[config.mk]
export PLATFORM = sky130hd
export DESIGN_NAME = secure_mode_fsm
export DESIGN_NICKNAME = d
export VERILOG_FILES = /design/src/rtl/secure_mode_fsm_pkg.sv /design/src/rtl/secure_mode_fsm_sat_counter.sv /design/src/rtl/secure_mode_fsm.sv
export SDC_FILE = /design/constraint.sdc
export NUM_CORES = 1
export LEC_CHECK = 0
export CAP_MARGIN = 20
export CORE_MARGIN = 5
export CORE_UTILIZATION = 51
export DETAILED_ROUTE_END_ITERATION = 10
export HOLD_SLACK_MARGIN = 0.12
export PLACE_DENSITY = 0.79
export SYNTH_ARGS = -nofsm -noshare
export SYNTH_HDL_FRONTEND = slang
export SYNTH_SLANG_ARGS = --single-unit
[constraint.sdc]
create_clock -name clk -period 2.3 [get_ports clk]
set_input_delay 0.345 -clock clk [delete_from_list [all_inputs] [get_ports clk]]
set_output_delay 0.345 -clock clk [all_outputs]
set_load 0.05 [all_outputs]
[src/rtl/secure_mode_fsm_pkg.sv]
// secure_fsm_pkg: privilege-mode state/command encodings and the legal-transition table.
// Revision 1.0
`default_nettype none

package secure_fsm_pkg;

  typedef enum logic [2:0] {
    ST_IDLE   = 3'd0,
    ST_USER   = 3'd1,
    ST_SUPER  = 3'd2,
    ST_ARMED  = 3'd3,
    ST_DEBUG  = 3'd4,
    ST_LOCKED = 3'd6
  } state_e;

  localparam logic [2:0] CMD_NOP      = 3'd0;
  localparam logic [2:0] CMD_GO_USER  = 3'd1;
  localparam logic [2:0] CMD_GO_SUPER = 3'd2;
  localparam logic [2:0] CMD_UNLOCK   = 3'd3;
  localparam logic [2:0] CMD_GO_DEBUG = 3'd4;
  localparam logic [2:0] CMD_EXIT     = 3'd5;
  localparam logic [2:0] CMD_UNDEF    = 3'd7;

  function automatic logic is_legal(state_e s, logic [2:0] c);
    logic ok;
    ok = (c == CMD_NOP);
    case (s)
      ST_IDLE:  ok = ok | (c == CMD_GO_USER) | (c == CMD_GO_SUPER);
      ST_USER:  ok = ok | (c == CMD_EXIT);
      ST_SUPER: ok = ok | (c == CMD_UNLOCK) | (c == CMD_EXIT);
      ST_ARMED: ok = ok | (c == CMD_GO_DEBUG);
      ST_DEBUG: ok = ok | (c == CMD_EXIT);
      default:  ok = 1'b0;
    endcase
    return ok;
  endfunction

  // Destination of a legal non-NOP command; only meaningful when is_legal() holds.
  function automatic state_e legal_target(logic [2:0] c);
    state_e t;
    case (c)
      CMD_GO_USER:  t = ST_USER;
      CMD_GO_SUPER: t = ST_SUPER;
      CMD_UNLOCK:   t = ST_ARMED;
      CMD_GO_DEBUG: t = ST_DEBUG;
      default:      t = ST_IDLE;
    endcase
    return t;
  endfunction

endpackage

`default_nettype wire

[src/rtl/secure_mode_fsm_sat_counter.sv]
// sat_counter: synchronous clear / increment counter that sticks at all-ones.
// Revision 1.0
`default_nettype none

module sat_counter #(
  parameter int W = 2
) (
  input  logic         clk,
  input  logic         rst_n,
  input  logic         clr_i,
  input  logic         inc_i,
  output logic [W-1:0] cnt_o
);

  logic [W-1:0] cnt_q;

  always_ff @(posedge clk or negedge rst_n) begin
    if (!rst_n) begin
      cnt_q <= '0;
    end else if (clr_i) begin
      cnt_q <= '0;
    end else if (inc_i && (cnt_q != {W{1'b1}})) begin
      cnt_q <= cnt_q + 1'b1;
    end
  end

  assign cnt_o = cnt_q;

endmodule

`default_nettype wire

[src/rtl/secure_mode_fsm.sv]
// secure_mode_fsm: privilege-mode controller with violation lockout and illegal-state recovery.
// Revision 1.0
`default_nettype none

module secure_mode_fsm
  import secure_fsm_pkg::*;
#(
  parameter int CMD_W      = 3,
  parameter int MAX_FAULTS = 3,
  parameter int FAULT_W    = 2,
  parameter int TIMEOUT    = 8
) (
  input  logic               clk,
  input  logic               rst_n,
  input  logic               cmd_valid_i,
  input  logic [CMD_W-1:0]   cmd_i,
  output logic               cmd_ready_o,
  output logic [2:0]         mode_o,
  output logic               locked_o,
  output logic               fault_o,
  output logic [FAULT_W-1:0] err_cnt_o
);

  localparam int TIMER_W = (TIMEOUT > 2) ? $clog2(TIMEOUT) : 1;

  state_e             state_q, state_d;
  logic [TIMER_W-1:0] timer_q, timer_d;
  logic               fault_q, locked_q;
  logic               accept, viol, legal_clr, fault_set;
  logic [2:0]         cmd;
  logic [FAULT_W-1:0] err_cnt;

  // Wide command codes above EXIT collapse onto one undefined code.
  assign cmd         = (cmd_i > CMD_W'(5)) ? CMD_UNDEF : cmd_i[2:0];
  assign cmd_ready_o = (state_q != ST_LOCKED);
  assign accept      = cmd_valid_i & cmd_ready_o;

  always_comb begin
    state_d   = state_q;
    timer_d   = timer_q;
    viol      = 1'b0;
    legal_clr = 1'b0;
    fault_set = 1'b0;
    case (state_q)
      ST_IDLE, ST_USER, ST_SUPER, ST_DEBUG: begin
        if (accept && (cmd != CMD_NOP)) begin
          if (is_legal(state_q, cmd)) begin
            state_d   = legal_target(cmd);
            legal_clr = 1'b1;
          end else begin
            viol = 1'b1;
          end
        end
      end
      ST_ARMED: begin
        if (accept) begin
          if (cmd == CMD_GO_DEBUG) begin
            state_d   = ST_DEBUG;
            legal_clr = 1'b1;
          end else if (cmd != CMD_NOP) begin
            state_d = ST_SUPER;
            viol    = 1'b1;
          end
        end else if (timer_q == TIMER_W'(TIMEOUT - 1)) begin
          state_d = ST_SUPER;
          viol    = 1'b1;
        end else begin
          timer_d = timer_q + 1'b1;
        end
      end
      ST_LOCKED: state_d = ST_LOCKED;
      default: begin
        state_d   = ST_IDLE;
        fault_set = 1'b1;
      end
    endcase
    if (viol && (err_cnt == FAULT_W'(MAX_FAULTS - 1))) begin
      state_d = ST_LOCKED;
    end
    if ((state_d == ST_ARMED) && (state_q != ST_ARMED)) begin
      timer_d = '0;
    end
  end

  always_ff @(posedge clk or negedge rst_n) begin
    if (!rst_n) begin
      state_q  <= ST_IDLE;
      timer_q  <= '0;
      fault_q  <= 1'b0;
      locked_q <= 1'b0;
    end else begin
      state_q  <= state_d;
      timer_q  <= timer_d;
      locked_q <= (state_d == ST_LOCKED);
      if (fault_set) begin
        fault_q <= 1'b1;
      end
    end
  end

  sat_counter #(
    .W (FAULT_W)
  ) u_err_cnt (
    .clk   (clk),
    .rst_n (rst_n),
    .clr_i (legal_clr),
    .inc_i (viol),
    .cnt_o (err_cnt)
  );

  assign mode_o    = state_q;
  assign locked_o  = locked_q;
  assign fault_o   = fault_q;
  assign err_cnt_o = err_cnt;

endmodule

`default_nettype wire

## Word level (Yosys, flattened, before mapping)

Index checks and enable logic that the tools add are counted.

- Equality and inequality tests: 19
- $lt $le $gt $ge: 1
- Multiplexer cells: 31
- Reductions and logical operators: 13
- $add $sub $neg: 2
- Bitwise operators: 7

Operator list:

| cell | number |
|---|---|
| 3-bit two-way mux | 12 |
| 3-bit == test (second input constant) | 6 |
| 3-bit by 2-bit == test with 1-bit output (second input constant) | 5 |
| 1-bit two-way mux | 12 |
| 3-bit one-hot mux with 4 select lines | 1 |
| 3-bit one-hot mux with 3 select lines | 1 |
| 3-bit by 1-bit == test with 1-bit output (second input constant) | 2 |
| 3-bit zero test | 2 |
| 1-bit OR | 6 |
| 6-bit OR reduction | 1 |
| 1-bit logical AND | 4 |
| 2-bit two-way mux | 2 |
| 2-bit by 1-bit != test with 1-bit output (second input constant) | 2 |
| 1-bit one-hot mux with 2 select lines | 2 |
| 1-bit one-hot mux with 4 select lines | 1 |
| 2-bit nonzero test | 2 |
| 4-bit OR reduction | 1 |
| 3-bit by 1-bit adder with 3-bit output (second input constant) | 1 |
| 3-bit greater-than comparator (second input constant) | 1 |
| 3-bit by 2-bit != test with 1-bit output (second input constant) | 1 |
| 3-bit != test (second input constant) | 1 |
| 3-bit AND reduction | 1 |
| 3-bit nonzero test | 1 |
| 2-bit by 1-bit adder with 2-bit output (second input constant) | 1 |
| 4 further kinds | 4 |

- Flip-flop bits (word level): 10
- Word-level logic and storage cells: 78
- Input port bits: 6

## Longest topological paths before layout

- Word-level depth: 17
- Depth in mapped cells: 7
- Gate-level depth less buffers: 7

## By module

From an unflattened synthesis, not the netlist that was laid out.

- Cell total of the unflattened synthesis: 108
- Area total of the unflattened synthesis: 908.4 µm²

By module, submodules not included:

| module | area an instance (µm²) | seq. area each (µm²) | cells each | times used |
|---|---|---|---|---|
| secure_mode_fsm | 784.5 | 200.2 | 98 | 1 |
| sat_counter | 123.9 | 50.0 | 10 | 1 |

## Least setup slack after synthesis

No wires, ideal clock.

- Path kind: flip-flop to flip-flop
- Start: reg state_q[1], in the netlist mode_o[1]
- End: reg state_q[1], in the netlist mode_o[1]
- Slack: -0.108 ns
- Path buffers: 1
- Setup time: 0.121 ns
- Arrival time: 2.287 ns
- Stages on the path, launching flop included: 8
- Cell sequence: dfrtp_1 buf_4 nand3b_1 o311ai_4 a211oi_2 a31oi_1 or2_4 nand2b_1

- Elaborated cells between the ends (all ways): 27
- Those cells by class: 6 x eq/ne; 15 x mux; 1 x bitwise; 5 x reduce/logical

RTL lines:

| item | line | text |
|---|---|---|
| start: declaration | secure_mode_fsm.sv:26 | `state_e state_q, state_d;` |
| start signal: assignment | secure_mode_fsm.sv:92 | `state_q <= state_d;` |
| 3-bit != test (*) | secure_mode_fsm.sv:35 | `assign cmd_ready_o = (state_q != ST_LOCKED);` |
| via cmd_ready_o | secure_mode_fsm.sv:17 | `output logic cmd_ready_o,` |
| 1-bit AND (*) | secure_mode_fsm.sv:36 | `assign accept = cmd_valid_i & cmd_ready_o;` |
| 1-bit logical AND | secure_mode_fsm.sv:46 | `if (accept && (cmd != CMD_NOP)) begin` |
| 1-bit two-way mux | secure_mode_fsm.sv:46 |  |
| 1-bit one-hot mux with 2 select lines | secure_mode_fsm.sv:44 | `case (state_q)` |
| 1-bit logical AND | secure_mode_fsm.sv:77 | `if (viol && (err_cnt == FAULT_W'(MAX_FAULTS - 1))) begin` |
| 3-bit two-way mux (*) | secure_mode_fsm.sv:77 |  |
| via state_d[1] | secure_mode_fsm.sv:26 |  |

The timed path passes the listed nets; every way through them passes the cells marked *. The select of a mux whose other input is x is not followed.
A chain may end at the register's enable or synchronous reset.

## Worst setup path in the final report

- Start: in cmd_i[0]
- End: reg timer_q[0]

- Cells in the longest elaborated chain, start to end: 17
- Elaborated cells between the ends (all ways): 41
- Those cells by class: 1 x order compare; 8 x eq/ne; 19 x mux; 6 x bitwise; 7 x reduce/logical

Ends and longest elaborated chain:

| item | line | text |
|---|---|---|
| start: declaration | secure_mode_fsm.sv:16 | `input logic [CMD_W-1:0] cmd_i,` |
| 3-bit greater-than comparator | secure_mode_fsm.sv:34 | `assign cmd = (cmd_i > CMD_W'(5)) ? CMD_UNDEF : cmd_i[2:0];` |
| 3-bit two-way mux (*) | secure_mode_fsm.sv:34 |  |
| 3-bit by 2-bit == test with 1-bit output (tied with other cells) | secure_mode_fsm_pkg.sv:30, secure_mode_fsm_pkg.sv:41 |  |
| 1-bit OR (on tied branches) (2 in series) | secure_mode_fsm_pkg.sv:30, secure_mode_fsm_pkg.sv:28 |  |
| 1-bit one-hot mux with 4 select lines | secure_mode_fsm_pkg.sv:27 | `case (s)` |
| 1-bit two-way mux | secure_mode_fsm.sv:46 |  |
| 1-bit two-way mux | secure_mode_fsm.sv:44 |  |
| 1-bit two-way mux | secure_mode_fsm.sv:47 | `if (is_legal(state_q, cmd)) begin` |
| 1-bit two-way mux | secure_mode_fsm.sv:46 |  |
| 1-bit one-hot mux with 2 select lines | secure_mode_fsm.sv:44 |  |
| 1-bit logical AND | secure_mode_fsm.sv:77 |  |
| 3-bit two-way mux (*) | secure_mode_fsm.sv:77 |  |
| 3-bit by 2-bit == test with 1-bit output (*) | secure_mode_fsm.sv:80 | `if ((state_d == ST_ARMED) && (state_q != ST_ARMED)) begin` |
| 1-bit logical AND (*) | secure_mode_fsm.sv:80 |  |
| 2-bit by 1-bit != test with 1-bit output (no line) or 2-bit nonzero test (tied branches) | - |  |
| 3-bit AND reduction (no line) | - |  |
| end signal: assignment | secure_mode_fsm.sv:93 | `timer_q <= timer_d;` |
| end: declaration | secure_mode_fsm.sv:27 | `logic [TIMER_W-1:0] timer_q, timer_d;` |

Every way passes the cells marked *; elsewhere a longest branch is shown, timed or not. The select of a mux whose other input is x is not followed.

==> summary.md <==
| Metric | Value |
|---|---|
| Gpl congestion | `0.898` |
| Max-slew violation count | `0` |
| Total GRT Usage | `16.9%` |
| Worst setup path startpoint | `cmd_i[0]` |
| Syn_nets | `104` |
| Most common cell after layout, fill and taps aside | `clkdlybuf4s50_1` |
| ANT nets after route | `0` |
| Initial antenna violation count | `0` |
| Die height | `50.5 um` |
| Htree depth | `1` |
| Row Count | `14` |
| Netlist cell types | `37` |
| Diodes inserted | `0` |
| Total number of vias | `772` |
| Drt wl/cell | `15.0 um` |
| RR Endpoint | `timer_q[0]$_DFFE_PN0P_` |
| Grt total ovfl | `0` |
| Die Span X | `50.5 um` |
| Share of post-route cells with drive strength above 1 | `19.5%` |
| CTS resizes | `0` |
| Sequential area share after synthesis | `29.9%` |
| Synth Instances | `94` |
| Post-CTS Setup Inserts | `0` |
| Critical path capture point type | `register` |
| Outcome | `finished clean` |
| R2R cell count | `5` |
| Post-DP Area | `1000 um2` |
| Clk pin slew, worst setup/hold paths | `0.07 ns` |
| Clock sinks | `10` |
| Slew @ Worst Pin | `0.502 ns` |
| Post-synthesis cell area | `837 um2` |
| Worst-skew pair later-pin latency | `0.26 ns` |
| Worst Hold Class | `in2async` |
| Placeable Area | `1520 um2` |
| Crit path launch type | `input port` |
| Min Tclk post-route | `2.10 ns` |
| Vias in the first global route | `839` |
| Fin Clk Skew | `0.00211 ns` |
| PD cells | `1240 nW/um2` |
| Drt first-iter violations | `20` |
| Leakage power | `0.473 nW` |
| Area share of the largest cell type after synthesis | `29.9%` |
| Max Cap Viol | `0` |
| Final Hold Vio Count | `0` |
| Final wirelength | `1940 um` |
| Total Nets Final | `124` |
| Fin crit share | `91.1%` |
| Drt first pass iters | `5` |
| Cts hold-fix bufs | `0` |
| Total CTS buffers | `3` |
| Area leader, netlist | `dfrtp_1` |
| Die area | `2550 um2` |
| Power Total | `0.00129 W` |
| Layout Cells excl Fill | `129` |
| Worst Setup EP | `timer_q[0]$_DFFE_PN0P_` |
| Initial Util | `54.9%` |
| Number of I/O pins | `14` |
| Final instance area | `1040 um2` |
| Worst ir drop on vdd | `805 uV` |
| Required time worst endpoint | `2.48 ns` |
| Setup slack, reg-to-reg | `0.27 ns` |
| Slew headroom | `66.5%` |
| Synth area leaders | `dfrtp_1 30%, ha_1 6.0%, mux2i_1 6.0%, nand2_1 4.0%, a31oi_1 3.7%` |
| First-pass GRT wire length | `3430 um` |
| Dpl cells | `125` |
| Setup violations, final | `0` |
| Hpwl dp | `1560 um` |
| Synthesized area per cell | `8.90 um2` |
| Vias per cell | `5.98` |
| Port Buffers | `13` |
| Most frequent cells in the layout | `12 x clkdlybuf4s50_1, 9 x nand2_1, 9 x buf_4` |
| TritonCTS clock tree | `built` |
| Setup_tns | `0 ns` |
| Yosys reg bits | `10` |
| CTS max path bufs | `2` |
| Crit path DAT | `2.28 ns` |
| Max Fclk | `0.477 GHz` |
| Root Buffer | `clkbuf_4` |
| Area delta synth->final | `23.9%` |
| Reg-to-reg startpoint | `mode_o[0]$_DFF_PN0_` |
| Warnings, synthesis | `0` |
| DRC | `0` |
| Unrepaired setup endpoints after global routing | `false` |
| Pin count of the biggest net entering global routing | `12` |
| Crit Path Class | `in2reg` |
| CP max FO | `4` |
cells by family after synthesis:
kind of cell / count (synthesis) / synth area share (%)
buffers and inverters: 11 / 7.77
flip-flops: 10 / 29.9
multiplexers: 6 / 7.62
AND/OR/NAND/NOR: 35 / 22.0
AO/OA/AOI/OAI: 26 / 24.7
XOR/XNOR: 2 / 2.09
adder cells (fa/ha/maj): 4 / 5.98
critical path: stages:
cell	delay, ns
clkdlybuf4s50_1	0.44
xor2_1	0.17
or4_4	0.43
a211oi_2	0.30
a31oi_1	0.14
or2_4	0.28
a31oi_1	0.18
cell type report:
class,count,area [um2]
multi-input cells,73,522
clock buffers,4,36.3
repair buffers,21,188
flip-flops and latches,10,253
well taps,16,20.0
inverters,5,18.8
fillers,123,487
routing by layer:
metal / track usage [%] / wire [um] / vias up
met5: 0 / 0 / -
li1: - / - / 377
met3: 5.03 / 112 / 4
met4: 6.81 / 23 / 0
met1: 18.7 / 804 / 368
met2: 29.5 / 994 / 23
power by group:
group          switching (W)  internal (W)  total, W  leakage [nW]
clock              0.0000611     0.0000961  0.000157        0.0210
sequential         0.0000879      0.000249  0.000337         0.124
combinational       0.000470      0.000323  0.000792         0.328
through the flow:
stage / hold WS (ns) / worst slack [ns] / utilization, %
2_1_floorplan: 0.0494 / 0.0259 / -
3_3_place_gp: 0.443 / 0.0315 / 65.7
3_5_place_dp: 0.449 / -0.0814 / 65.7
4_1_cts: 0.394 / 0.197 / 68.1
5_1_grt: 0.428 / 0.166 / 68.1
6_report: 0.386 / 0.204 / 68.1
cell usage after synthesis:
cell	number
a211oi_1	3
a211oi_2	1
a21o_1	1
a221o_1	1
a311oi_1	1
a31o_1	1
a31oi_1	5
a32oi_1	1
and2_1	1
buf_2	1
buf_4	3
buf_6	1
clkbuf_4	1
dfrtp_1	10
ha_1	4
inv_1	5
mux2i_1	5
mux2i_2	1
nand2_1	9
nand2_2	2
nand2b_1	4
nand3_1	3
nand3b_1	2
nor2_1	7
nor2b_1	1
nor3_1	1
o211ai_1	1
o21a_1	2
o21ai_0	6
o21ba_1	1
o311ai_4	1
o31ai_1	1
or2_1	1
or2_4	1
or3_1	2
or4_4	1
xor2_1	2
worst min-delay path by stage:
stage,from,to
finish,rst_n,fault_o$_DFFE_PN0N_
global route,rst_n,locked_o$_DFF_PN0_
CTS,rst_n,fault_o$_DFFE_PN0N_
detailed placement,fault_o$_DFFE_PN0N_,fault_o$_DFFE_PN0N_
global placement,fault_o$_DFFE_PN0N_,fault_o$_DFFE_PN0N_
floorplan,rst_n,fault_o$_DFFE_PN0N_
flip-flops by register name (all words and copies together) (netlist names):
name	flops
fault_o	1
locked_o	1
mode_o	3
timer_q	3
u_err_cnt.cnt_o	2
Power figures use the tool's default switching activity.
